### src/rtl/life_pkg.sv
// life_pkg: shared state encoding and default geometry/rule parameters
package life_pkg;
    typedef enum logic [1:0] {IDLE, SNAP, CALC} state_t;
    localparam int W_BITS_DEF = 3;
    localparam int H_BITS_DEF = 3;
    localparam logic [8:0] BIRTH_DEF = 9'b000001000;
    localparam logic [8:0] SURVIVE_DEF = 9'b000001100;
endpackage

### src/rtl/life_nbr_count.sv
// life_nbr_count: combinational 8-neighbour live count, dead or toroidal edges
module life_nbr_count #(
    parameter int W_BITS = 3,
    parameter int H_BITS = 3
) (
    input  logic [2**(W_BITS+H_BITS)-1:0] prev_i,
    input  logic [W_BITS+H_BITS-1:0]      idx_i,
    input  logic                          wrap_i,
    output logic [3:0]                    cnt_o
);
    logic [H_BITS:0] rx;
    logic [W_BITS:0] cx;
    always_comb begin
        cnt_o = '0;
        rx = '0;
        cx = '0;
        for (int i = 0; i < 3; i++) begin
            for (int j = 0; j < 3; j++) begin
                rx = {1'b0, idx_i[W_BITS+H_BITS-1:W_BITS]} + (H_BITS+1)'(i) - (H_BITS+1)'(1);
                cx = {1'b0, idx_i[W_BITS-1:0]} + (W_BITS+1)'(j) - (W_BITS+1)'(1);
                if ((i != 1 || j != 1) && (wrap_i || !(rx[H_BITS] || cx[W_BITS])))
                    cnt_o = cnt_o + 4'(prev_i[{rx[H_BITS-1:0], cx[W_BITS-1:0]}]);
            end
        end
    end
endmodule

### src/rtl/life_engine.sv
// life_engine: cell-serial cellular automaton with snapshot board for a stable display
module life_engine
    import life_pkg::*;
#(
    parameter int W_BITS = W_BITS_DEF,
    parameter int H_BITS = H_BITS_DEF,
    parameter int WRAP = 0,
    parameter logic [8:0] BIRTH = BIRTH_DEF,
    parameter logic [8:0] SURVIVE = SURVIVE_DEF,
    parameter logic [2**(W_BITS+H_BITS)-1:0] INIT = '0,
    parameter int GEN_W = 16
) (
    input  logic                     clk,
    input  logic                     reset,
    input  logic                     step_i,
    input  logic                     load_valid_i,
    input  logic [W_BITS+H_BITS-1:0] load_addr_i,
    input  logic                     load_data_i,
    input  logic [W_BITS+H_BITS-1:0] rd_addr_i,
    output logic                     rd_data_o,
    output logic                     busy_o,
    output logic                     done_o,
    output logic [GEN_W-1:0]         gen_count_o,
    output logic [W_BITS+H_BITS:0]   pop_count_o
);
    localparam int A = W_BITS + H_BITS;
    localparam int N = 2**A;

    function automatic logic [A:0] popcnt(input logic [N-1:0] v);
        popcnt = '0;
        for (int i = 0; i < N; i++) popcnt = popcnt + (A+1)'(v[i]);
    endfunction

    localparam logic [A:0] POP_INIT = popcnt(INIT);

    state_t state_q, state_d;
    logic [N-1:0] curr_q, curr_d, prev_q, prev_d;
    logic [A-1:0] idx_q, idx_d;
    logic [A:0] acc_q, acc_d, pop_q, pop_d;
    logic [GEN_W-1:0] gen_q, gen_d;
    logic done_q, done_d;
    logic [3:0] cnt;
    logic new_cell;

    life_nbr_count #(.W_BITS(W_BITS), .H_BITS(H_BITS)) u_nbr (
        .prev_i(prev_q),
        .idx_i(idx_q),
        .wrap_i(1'(WRAP)),
        .cnt_o(cnt)
    );

    assign new_cell = prev_q[idx_q] ? SURVIVE[cnt] : BIRTH[cnt];

    always_comb begin
        state_d = state_q;
        curr_d = curr_q;
        prev_d = prev_q;
        idx_d = idx_q;
        acc_d = acc_q;
        pop_d = pop_q;
        gen_d = gen_q;
        done_d = 1'b0;
        case (state_q)
            IDLE: begin
                if (load_valid_i) curr_d[load_addr_i] = load_data_i;
                if (step_i) state_d = SNAP;
            end
            SNAP: begin
                prev_d = curr_q;
                idx_d = '0;
                acc_d = '0;
                state_d = CALC;
            end
            CALC: begin
                curr_d[idx_q] = new_cell;
                acc_d = acc_q + (A+1)'(new_cell);
                idx_d = idx_q + A'(1);
                if (&idx_q) begin
                    state_d = IDLE;
                    gen_d = gen_q + GEN_W'(1);
                    pop_d = acc_d;
                    done_d = 1'b1;
                end
            end
            default: state_d = IDLE;
        endcase
    end

    always_ff @(posedge clk) begin
        if (!reset) begin
            state_q <= IDLE;
            curr_q <= INIT;
            prev_q <= INIT;
            idx_q <= '0;
            acc_q <= '0;
            pop_q <= POP_INIT;
            gen_q <= '0;
            done_q <= 1'b0;
        end else begin
            state_q <= state_d;
            curr_q <= curr_d;
            prev_q <= prev_d;
            idx_q <= idx_d;
            acc_q <= acc_d;
            pop_q <= pop_d;
            gen_q <= gen_d;
            done_q <= done_d;
        end
    end

    assign busy_o = state_q != IDLE;
    assign done_o = done_q;
    assign gen_count_o = gen_q;
    assign pop_count_o = pop_q;
    assign rd_data_o = busy_o ? prev_q[rd_addr_i] : curr_q[rd_addr_i];
endmodule

### config.mk
export PLATFORM = sky130hd
export DESIGN_NAME = life_engine
export DESIGN_NICKNAME = d
export VERILOG_FILES = /design/src/rtl/life_pkg.sv /design/src/rtl/life_nbr_count.sv /design/src/rtl/life_engine.sv
export SDC_FILE = /design/constraint.sdc
export NUM_CORES = 1
export LEC_CHECK = 0
export CORE_UTILIZATION = 45
export DETAILED_ROUTE_END_ITERATION = 7
export SETUP_SLACK_MARGIN = 0.15
export SLEW_MARGIN = 0
export SYNTH_ARGS = -nofsm -noshare
export SYNTH_HDL_FRONTEND = slang
export SYNTH_HIERARCHICAL = 1
export SYNTH_SLANG_ARGS = --single-unit
### constraint.sdc
create_clock -name clk -period 17.3 [get_ports clk]
set_input_delay 1.73 -clock clk [delete_from_list [all_inputs] [get_ports clk]]
set_output_delay 1.73 -clock clk [all_outputs]
set_load 0.005 [all_outputs]
* Word-level counts from Yosys, hierarchy flattened *
Memories as Yosys holds them, arrays and structs flattened.
Index checks and enable logic that the tools add are counted.

cells by class
  equality and inequality tests = 5
  reduce and logical (&&, ||, !) cells = 19
  $add $sub $neg = 20
  muxes and demuxes = 48
  $lt $le $gt $ge = 14

operators with widths
  operator                                                            number
  bitwise mux 64 bit                                                  2
  one-hot mux 64 bit (2 select lines)                                 1
  less-than comparator 6 x 7 -> 1 bit (second input constant)         11
  binary-select mux 1 bit (select 6 bit)                              11
  2-to-1 mux 64 bit                                                   1
  adder 4 x 1 -> 4 bit                                                7
  2-to-1 mux 4 bit                                                    7
  2-to-1 mux 1 bit                                                    19
  adder 16 x 1 -> 16 bit (second input constant)                      1
  subtractor 4 x 1 -> 4 bit (second input constant)                   4
  one-hot mux 7 bit (2 select lines)                                  1
  demux 1 bit (select 6 bit)                                          2
  greater-or-equal comparator 6 x 1 -> 1 bit (second input constant)  2
  one-hot mux 6 bit (2 select lines)                                  1
  adder 3 x 1 -> 4 bit (second input constant)                        2
  adder 3 x 2 -> 4 bit (second input constant)                        2
  logical OR 1 bit                                                    8
  subtractor 3 x 1 -> 4 bit (second input constant)                   2
  adder 7 x 1 -> 7 bit                                                1
  AND reduction 7 bit                                                 1
  adder 6 x 1 -> 6 bit (second input constant)                        1
  inequality test 2 bit (second input constant)                       3
  one-hot mux 2 bit (3 select lines)                                  1
  AND reduction 2 bit                                                 3
  other kinds (8)                                                     12

storage, ports and cells
  bits in read-only memories = 32
  word-level logic and storage cells = 116
  bits of input ports = 17
  flip-flop bits (word level) = 167
  memories kept = 2

memory list
  memory            words  width  rd ports  clocked after Yosys merged registers in  wr ports  line               source
  (name not given)  16     1      1         0                                        0         life_engine.sv:52  assign new_cell = prev_q[idx_q] ? SURVIVE[cnt] : BIRTH[cnt];
  (name not given)  16     1      1         0                                        0         life_engine.sv:52

* Logic depth before layout (Yosys ltp) *
  depth in word-level cells = 23
  depth in mapped cells = 47

* By module *
Netlist, hierarchy kept.

modules (own cells, without submodules)
  module          sequential area each (um^2)  times used  cells each  area each (um^2)
  life_engine     3343.2                       1           1236        10186.0
  life_nbr_count  0.0                          1           241         2638.8

* Least setup slack after synthesis *
OpenSTA, ideal clock, no wires.

  path type = register -> register
  start point = register idx_q[0]
  end point = register acc_q[5]
  data required time = 17.172 ns
  path buffers = 5
  stages on the path, launching flop included = 45
  library setup time = 0.128 ns
  path slack = 8.682 ns
  arrival = 8.491 ns
  cell sequence = dfxtp_1 -> buf_2 -> buf_4 -> buf_4 -> inv_1 -> ha_1 -> xor2_2 -> mux4_2 -> mux4_2 -> a2111oi_0 -> ha_1 -> nor2b_1 -> ha_1 -> nand2_1 -> a21oi_1 -> ha_1 -> nand2_1 -> nand2_1 -> [9 not listed] -> ha_1 -> nand2_1 -> and3_1 -> a21oi_1 -> inv_1 -> o31ai_1 -> or4_1 -> buf_2 -> nor4_4 -> buf_6 -> nor2_1 -> ha_1 -> and3_1 -> nand3_1 -> xor2_1 -> nor2_1 -> a21oi_1 -> nor2_1

on the way
  longest elaborated chain between the ends = 23

RTL lines
  what                                                                                        line                                        source
  start, declared                                                                             life_engine.sv:38                           logic [A-1:0] idx_q, idx_d;
  start signal, assigned                                                                      life_engine.sv:103                          idx_q <= idx_d;
  adder 3 x 1 -> 4 bit / subtractor 3 x 1 -> 4 bit (equally long branches)                    life_nbr_count.sv:20                        cx = {1'b0, idx_i[W_BITS-1:0]} + (W_BITS+1)'(j) - (W_BITS+1)'(1);
  subtractor 4 x 1 -> 4 bit / binary-select mux 1 bit (select 6 bit) (equally long branches)  -
  binary-select mux 1 bit (select 6 bit) / 2-to-1 mux 1 bit (equally long branches)           life_nbr_count.sv:22                        cnt_o = cnt_o + 4'(prev_i[{rx[H_BITS-1:0], cx[W_BITS-1:0]}]);
  2-to-1 mux 1 bit (on tied branches)                                                         life_nbr_count.sv:22, life_nbr_count.sv:21
  adder 4 x 1 -> 4 bit                                                                        life_nbr_count.sv:22
  2-to-1 mux 4 bit                                                                            life_nbr_count.sv:21                        if ((i != 1 || j != 1) && (wrap_i || !(rx[H_BITS] || cx[W_BITS])))
  adder 4 x 1 -> 4 bit                                                                        life_nbr_count.sv:22
  2-to-1 mux 4 bit                                                                            life_nbr_count.sv:21
  [8 not listed]                                                                              -
  adder 4 x 1 -> 4 bit                                                                        life_nbr_count.sv:22
  2-to-1 mux 4 bit *                                                                          life_nbr_count.sv:21
  via cnt[0]                                                                                  life_engine.sv:42                           logic [3:0] cnt;
  memory read (16 x 1 bit)                                                                    -
  2-to-1 mux 1 bit (implied by the code)                                                      life_engine.sv:52
  2-to-1 mux 1 bit *                                                                          life_engine.sv:52
  adder 7 x 1 -> 7 bit *                                                                      life_engine.sv:76                           acc_d = acc_q + (A+1)'(new_cell);
  one-hot mux 7 bit (2 select lines) *                                                        life_engine.sv:63                           case (state_q)
  end signal, assigned                                                                        life_engine.sv:95                           acc_q <= '0;
  end signal, assigned                                                                        life_engine.sv:104                          acc_q <= acc_d;
  end, declared                                                                               life_engine.sv:39                           logic [A:0] acc_q, acc_d, pop_q, pop_d;

The timed path passes the listed nets; every way through them passes the cells marked *. The select of a mux whose other input is x is not followed.
A chain may end at the register's enable or synchronous reset.

* Worst setup path after layout *
  start point = register idx_q[1]
  end point = register acc_q[5]

The elaborated chain is that of the path after synthesis.

==> metrics list <==
- Critical path's slowest cell: sky130_fd_sc_hd__or4_1
- # resized after CTS: 0
* Endpoints failing hold: 0
- Worst-case setup margin in the final layout: 7.04 ns
* Mean routed wirelength per cell: 22.7 um
* Share of post-route cells with drive strength above 1: 0.121
* Crit path top cell by count: sky130_fd_sc_hd__ha_1
- VDD sags by at most 0.0000497 V.
- Maximum number of pins on one net before global-route repair: 89
* Starting utilization of the core area: 0.459
- Critical Path End: acc_q[5]
* Global-route wire length before repair: 63800 um
* Slew HR: 0.168
- The run finished with clean final reports.
* Number of synthesized register bits: 167
- Total die area: 0.0292 mm2
- CTS tree: yes
* Stage delay of the slowest cell on the critical path: 1.05 ns
- Total number of H-tree levels: 4
- The worst register-to-register path begins at idx_q[1].
- Synthesis instantiated 77 different standard cells from the library.
* Number of antenna violations at the first check in global routing: 0
- CTS clk-pin slew, worst paths: 0.07 ns
- Setup repair bufs after CTS: 0
- STA classifies the critical path endpoint as a flop.
- Core ar.: 0.0279 mm2
- In this run the worst setup path begins at idx_q[1].
- Total overflow reported by the global router: 0
* Routability-driven placement congestion ratio: 0.898
- Count of flip-flops with a built-in enable after synthesis: 0
- P&R area growth vs syn: 8.28%
- Final cycle utilization of the critical path: 0.593
* Crit Reg-Reg Endpoint: acc_q[5]
- Critical Setup Path Class: reg -> reg
- For this design the ratio of total power to cell area is 63.1 mW/mm2.
- After detailed routing, the total wire length is 41500 um.
- Cell Rows: 61
- The pre-antenna-repair detailed-routing pass consisted of 6 iterations.
* Port bufs: 42
- The clock passes through at most 2 buffers.
* Total number of yosys warnings: 6
- I/O pin cnt: 43
* Leak Pwr: 4.31 nW
- In the routed design, unresolved DRC markers number 0.
- STA classifies the critical path startpoint as a flop.
- Cell Area, Synth: 0.0128 mm2
- Post-route antenna net violation count: 0
- Counting every instance in the synthesized netlist gives 1477.
* Path depth of the worst reg2reg path: 40
- DRT iter0 DRCs: 1355
- The completed layout was analyzed and its total power is 0.876 mW.
* Least-Margin Pin Slew: 1.25 ns
- The die is 171 um tall.
* RSZ-0062 raised after global routing: no
- Routed via count divided by cell count: 6.59
* Number of antenna repair diodes: 0
- Sequential element share of the synthesized area: 0.261
* Number of buffers inserted by hold repair at cts: 0
- Die span in x: 171 um
- Post-place setup slack: 7.18 ns
* Flop-to-flop setup slack: 7.04 ns
- Setup violations remaining at the end of the flow were counted as 0.
- The number of global-route vias before repair is 10.9k.
- For the final database, setup skew stands at 0.0198 ns.
* Critical path data required time: 17.61 ns
* Data arrival time of the critical path: 10.57 ns
- Max-cap check violation count: 0
* Final setup TNS: 0 ns
* Insertion delay to the later sink of the worst-skew pair: 0.46 ns
- Clock tree synthesis inserted a total of 17 buffers.
* Hold path startpoint: pop_count_o[2]
* Clock period minus final worst setup slack: 10.26 ns
* Critical path peak fanout: 51
- Clock root buffer master: sky130_fd_sc_hd__clkbuf_16
* Avg Cell Area, Syn: 8.68 um2
- The min-delay analysis places its worst path in the category reg -> reg.
- In the final design database the tool counted 1480 nets.
- Via count: 12.1k
* Maximum clock frequency: 0.0974 GHz
* Final Slew Violations: 0
- Counting flops with an async set or reset pin after synthesis yields a share of 0.
- In the synthesized netlist the dominant register cell turns out to be sky130_fd_sc_hd__dfxtp_1.
- Across every metal layer, demand over resource in global routing totals 0.286.
* Clk sinks: 167
- DPL Wire Length: 29100 um
-- sequential cells by signal, summed over array words and instances (netlist names) --
| name | count |
|---|---|
| curr_q | 64 |
| prev_q | 64 |
| gen_count_o | 16 |
| acc_q | 7 |
| pop_count_o | 7 |
| idx_q | 6 |
| state_q | 2 |
| done_o | 1 |
-- Yosys cell counts, types with 3 or more instances --
master / n / share of area
sky130_fd_sc_hd__o21ai_0: 52 / 0.020
sky130_fd_sc_hd__buf_2: 18 / 0.0070
sky130_fd_sc_hd__xor2_1: 16 / 0.011
sky130_fd_sc_hd__nand3_1: 21 / 0.0082
sky130_fd_sc_hd__or3_1: 4 / 0.0020
sky130_fd_sc_hd__nand2b_1: 7 / 0.0034
sky130_fd_sc_hd__ha_1: 25 / 0.024
sky130_fd_sc_hd__nor3b_1: 9 / 0.0053
sky130_fd_sc_hd__o41ai_1: 5 / 0.0034
sky130_fd_sc_hd__a21boi_0: 3 / 0.0018
sky130_fd_sc_hd__buf_6: 8 / 0.0070
sky130_fd_sc_hd__o31ai_1: 30 / 0.018
sky130_fd_sc_hd__or4_1: 5 / 0.0029
sky130_fd_sc_hd__o311ai_0: 34 / 0.023
sky130_fd_sc_hd__a221oi_1: 7 / 0.0048
sky130_fd_sc_hd__a21oi_1: 86 / 0.034
sky130_fd_sc_hd__and4_1: 6 / 0.0041
sky130_fd_sc_hd__and3_1: 10 / 0.0049
sky130_fd_sc_hd__nor3_1: 29 / 0.011
sky130_fd_sc_hd__buf_4: 8 / 0.0047
sky130_fd_sc_hd__mux2i_1: 128 / 0.10
sky130_fd_sc_hd__o22ai_1: 31 / 0.015
sky130_fd_sc_hd__nand2_1: 162 / 0.047
sky130_fd_sc_hd__buf_1: 14 / 0.0041
sky130_fd_sc_hd__a41oi_1: 25 / 0.017
sky130_fd_sc_hd__nor4_1: 7 / 0.0034
sky130_fd_sc_hd__a31oi_1: 34 / 0.017
sky130_fd_sc_hd__nor2_1: 178 / 0.052
sky130_fd_sc_hd__dfxtp_1: 167 / 0.26
sky130_fd_sc_hd__o211ai_1: 4 / 0.0023
sky130_fd_sc_hd__and2_1: 10 / 0.0049
sky130_fd_sc_hd__mux2_2: 16 / 0.014
sky130_fd_sc_hd__mux4_2: 80 / 0.14
sky130_fd_sc_hd__a22oi_1: 41 / 0.024
sky130_fd_sc_hd__clkbuf_1: 80 / 0.023
sky130_fd_sc_hd__inv_1: 16 / 0.0047
sky130_fd_sc_hd__xnor2_1: 12 / 0.0082
sky130_fd_sc_hd__nor2b_1: 18 / 0.0088
sky130_fd_sc_hd__a211oi_1: 17 / 0.010
sky130_fd_sc_hd__nand4_1: 9 / 0.0044
-- how the worst min path moves through the flow --
stage,to,slack [ns],cells after the start
3_5_place_dp,acc_q[0],0.49,2
3_3_place_gp,pop_count_o[0],0.48,2
4_1_cts,pop_count_o[2],0.50,2
2_1_floorplan,acc_q[0],0.46,2
5_1_grt,acc_q[0],0.53,2
6_report,pop_count_o[2],0.50,2
-- through the flow --
stage	hold slack, ns	utilization	cell area, um2	std cells
2_1_floorplan	0.462	-	12900	1485
3_3_place_gp	0.480	0.477	13300	1797
3_5_place_dp	0.491	0.477	13300	1797
4_1_cts	0.501	0.497	13900	1829
5_1_grt	0.528	0.497	13900	1829
6_report	0.496	0.497	13900	1829
-- power breakdown --
part	total [mW]	internal [mW]	leakage, nW	switching (mW)
clock	0.383	0.191	0.273	0.192
sequential	0.387	0.385	1.35	0.00208
combinational	0.105	0.0322	2.69	0.0729
total	0.876	0.609	4.31	0.267
-- cell usage in the layout (no fill, tap or decap), types with 7 or more instances in the layout --
cell,netlist,final
sky130_fd_sc_hd__a22oi_1,41,41
sky130_fd_sc_hd__and2_1,10,10
sky130_fd_sc_hd__and3_1,10,10
sky130_fd_sc_hd__nor4_1,7,7
sky130_fd_sc_hd__buf_4,8,21
sky130_fd_sc_hd__o31ai_1,30,30
sky130_fd_sc_hd__mux2i_1,128,128
sky130_fd_sc_hd__mux2_2,16,16
sky130_fd_sc_hd__nand2_1,162,162
sky130_fd_sc_hd__o311ai_0,34,34
sky130_fd_sc_hd__nor2b_1,18,18
sky130_fd_sc_hd__o22ai_1,31,31
sky130_fd_sc_hd__inv_1,16,15
sky130_fd_sc_hd__dfxtp_1,167,164
sky130_fd_sc_hd__xor2_1,16,16
sky130_fd_sc_hd__nand4_1,9,9
sky130_fd_sc_hd__nand2b_1,7,7
sky130_fd_sc_hd__a41oi_1,25,25
sky130_fd_sc_hd__nor2_1,178,178
sky130_fd_sc_hd__nand3_1,21,21
sky130_fd_sc_hd__clkdlybuf4s50_1,0,39
sky130_fd_sc_hd__a21oi_1,86,85
sky130_fd_sc_hd__o21ai_0,52,52
sky130_fd_sc_hd__clkbuf_16,0,17
sky130_fd_sc_hd__xnor2_1,12,12
sky130_fd_sc_hd__a31oi_1,34,34
sky130_fd_sc_hd__ha_1,25,24
sky130_fd_sc_hd__a221oi_1,7,7
sky130_fd_sc_hd__nor3_1,29,29
sky130_fd_sc_hd__nor3b_1,9,8
sky130_fd_sc_hd__mux4_2,80,80
sky130_fd_sc_hd__a211oi_1,17,17
sky130_fd_sc_hd__conb_1,1,9
-- cell type report --
| class | instances | area [um2] |
|---|---|---|
| well taps | 378 | 473 |
| fillers | 2656 | 14000 |
| flip-flops and latches | 167 | 3350 |
| repair buffers | 63 | 563 |
| inverters | 17 | 65.1 |
| multi-input cells | 1172 | 8870 |
| clock inverters | 14 | 136 |
| clock buffers | 18 | 429 |
-- worst max-delay path, delay by kind of cell, from the launching register on --
| kind | cells | cell delay (ns) |
|---|---|---|
| simple gates | 15 | 2.66 |
| fa+ha+maj | 9 | 2.54 |
| mux | 3 | 1.34 |
| compound gates | 7 | 1.07 |
| flops | 1 | 1.02 |
| buf+inv | 4 | 0.72 |
| xor+xnor | 2 | 0.70 |
-- cells by family (layout without fill, tap and decap cells) --
kind of cell / Yosys count / after routing / synth area share
AO/OA/AOI/OAI: 392 / 392 / 0.207
other: 1 / 9 / 0.000292
multiplexers: 226 / 226 / 0.258
flip-flops: 167 / 167 / 0.261
adder cells (fa/ha/maj): 25 / 25 / 0.0244
buffers and inverters: 146 / 112 / 0.0528
AND/OR/NAND/NOR: 490 / 490 / 0.175
XOR/XNOR: 30 / 30 / 0.0217
-- layer usage --
metal / track usage / vias up / part of all wire / wire, um
met1: 0.392 / 5900 / 0.44 / 18200
met5: 0 / - / 0 / 0
li1: - / 5559 / - / -
met4: 0.102 / 0 / 0.028 / 1160
met2: 0.457 / 520 / 0.47 / 19400
met3: 0.0405 / 82 / 0.068 / 2810
Note: power is estimated with default switching activity, not from simulation.
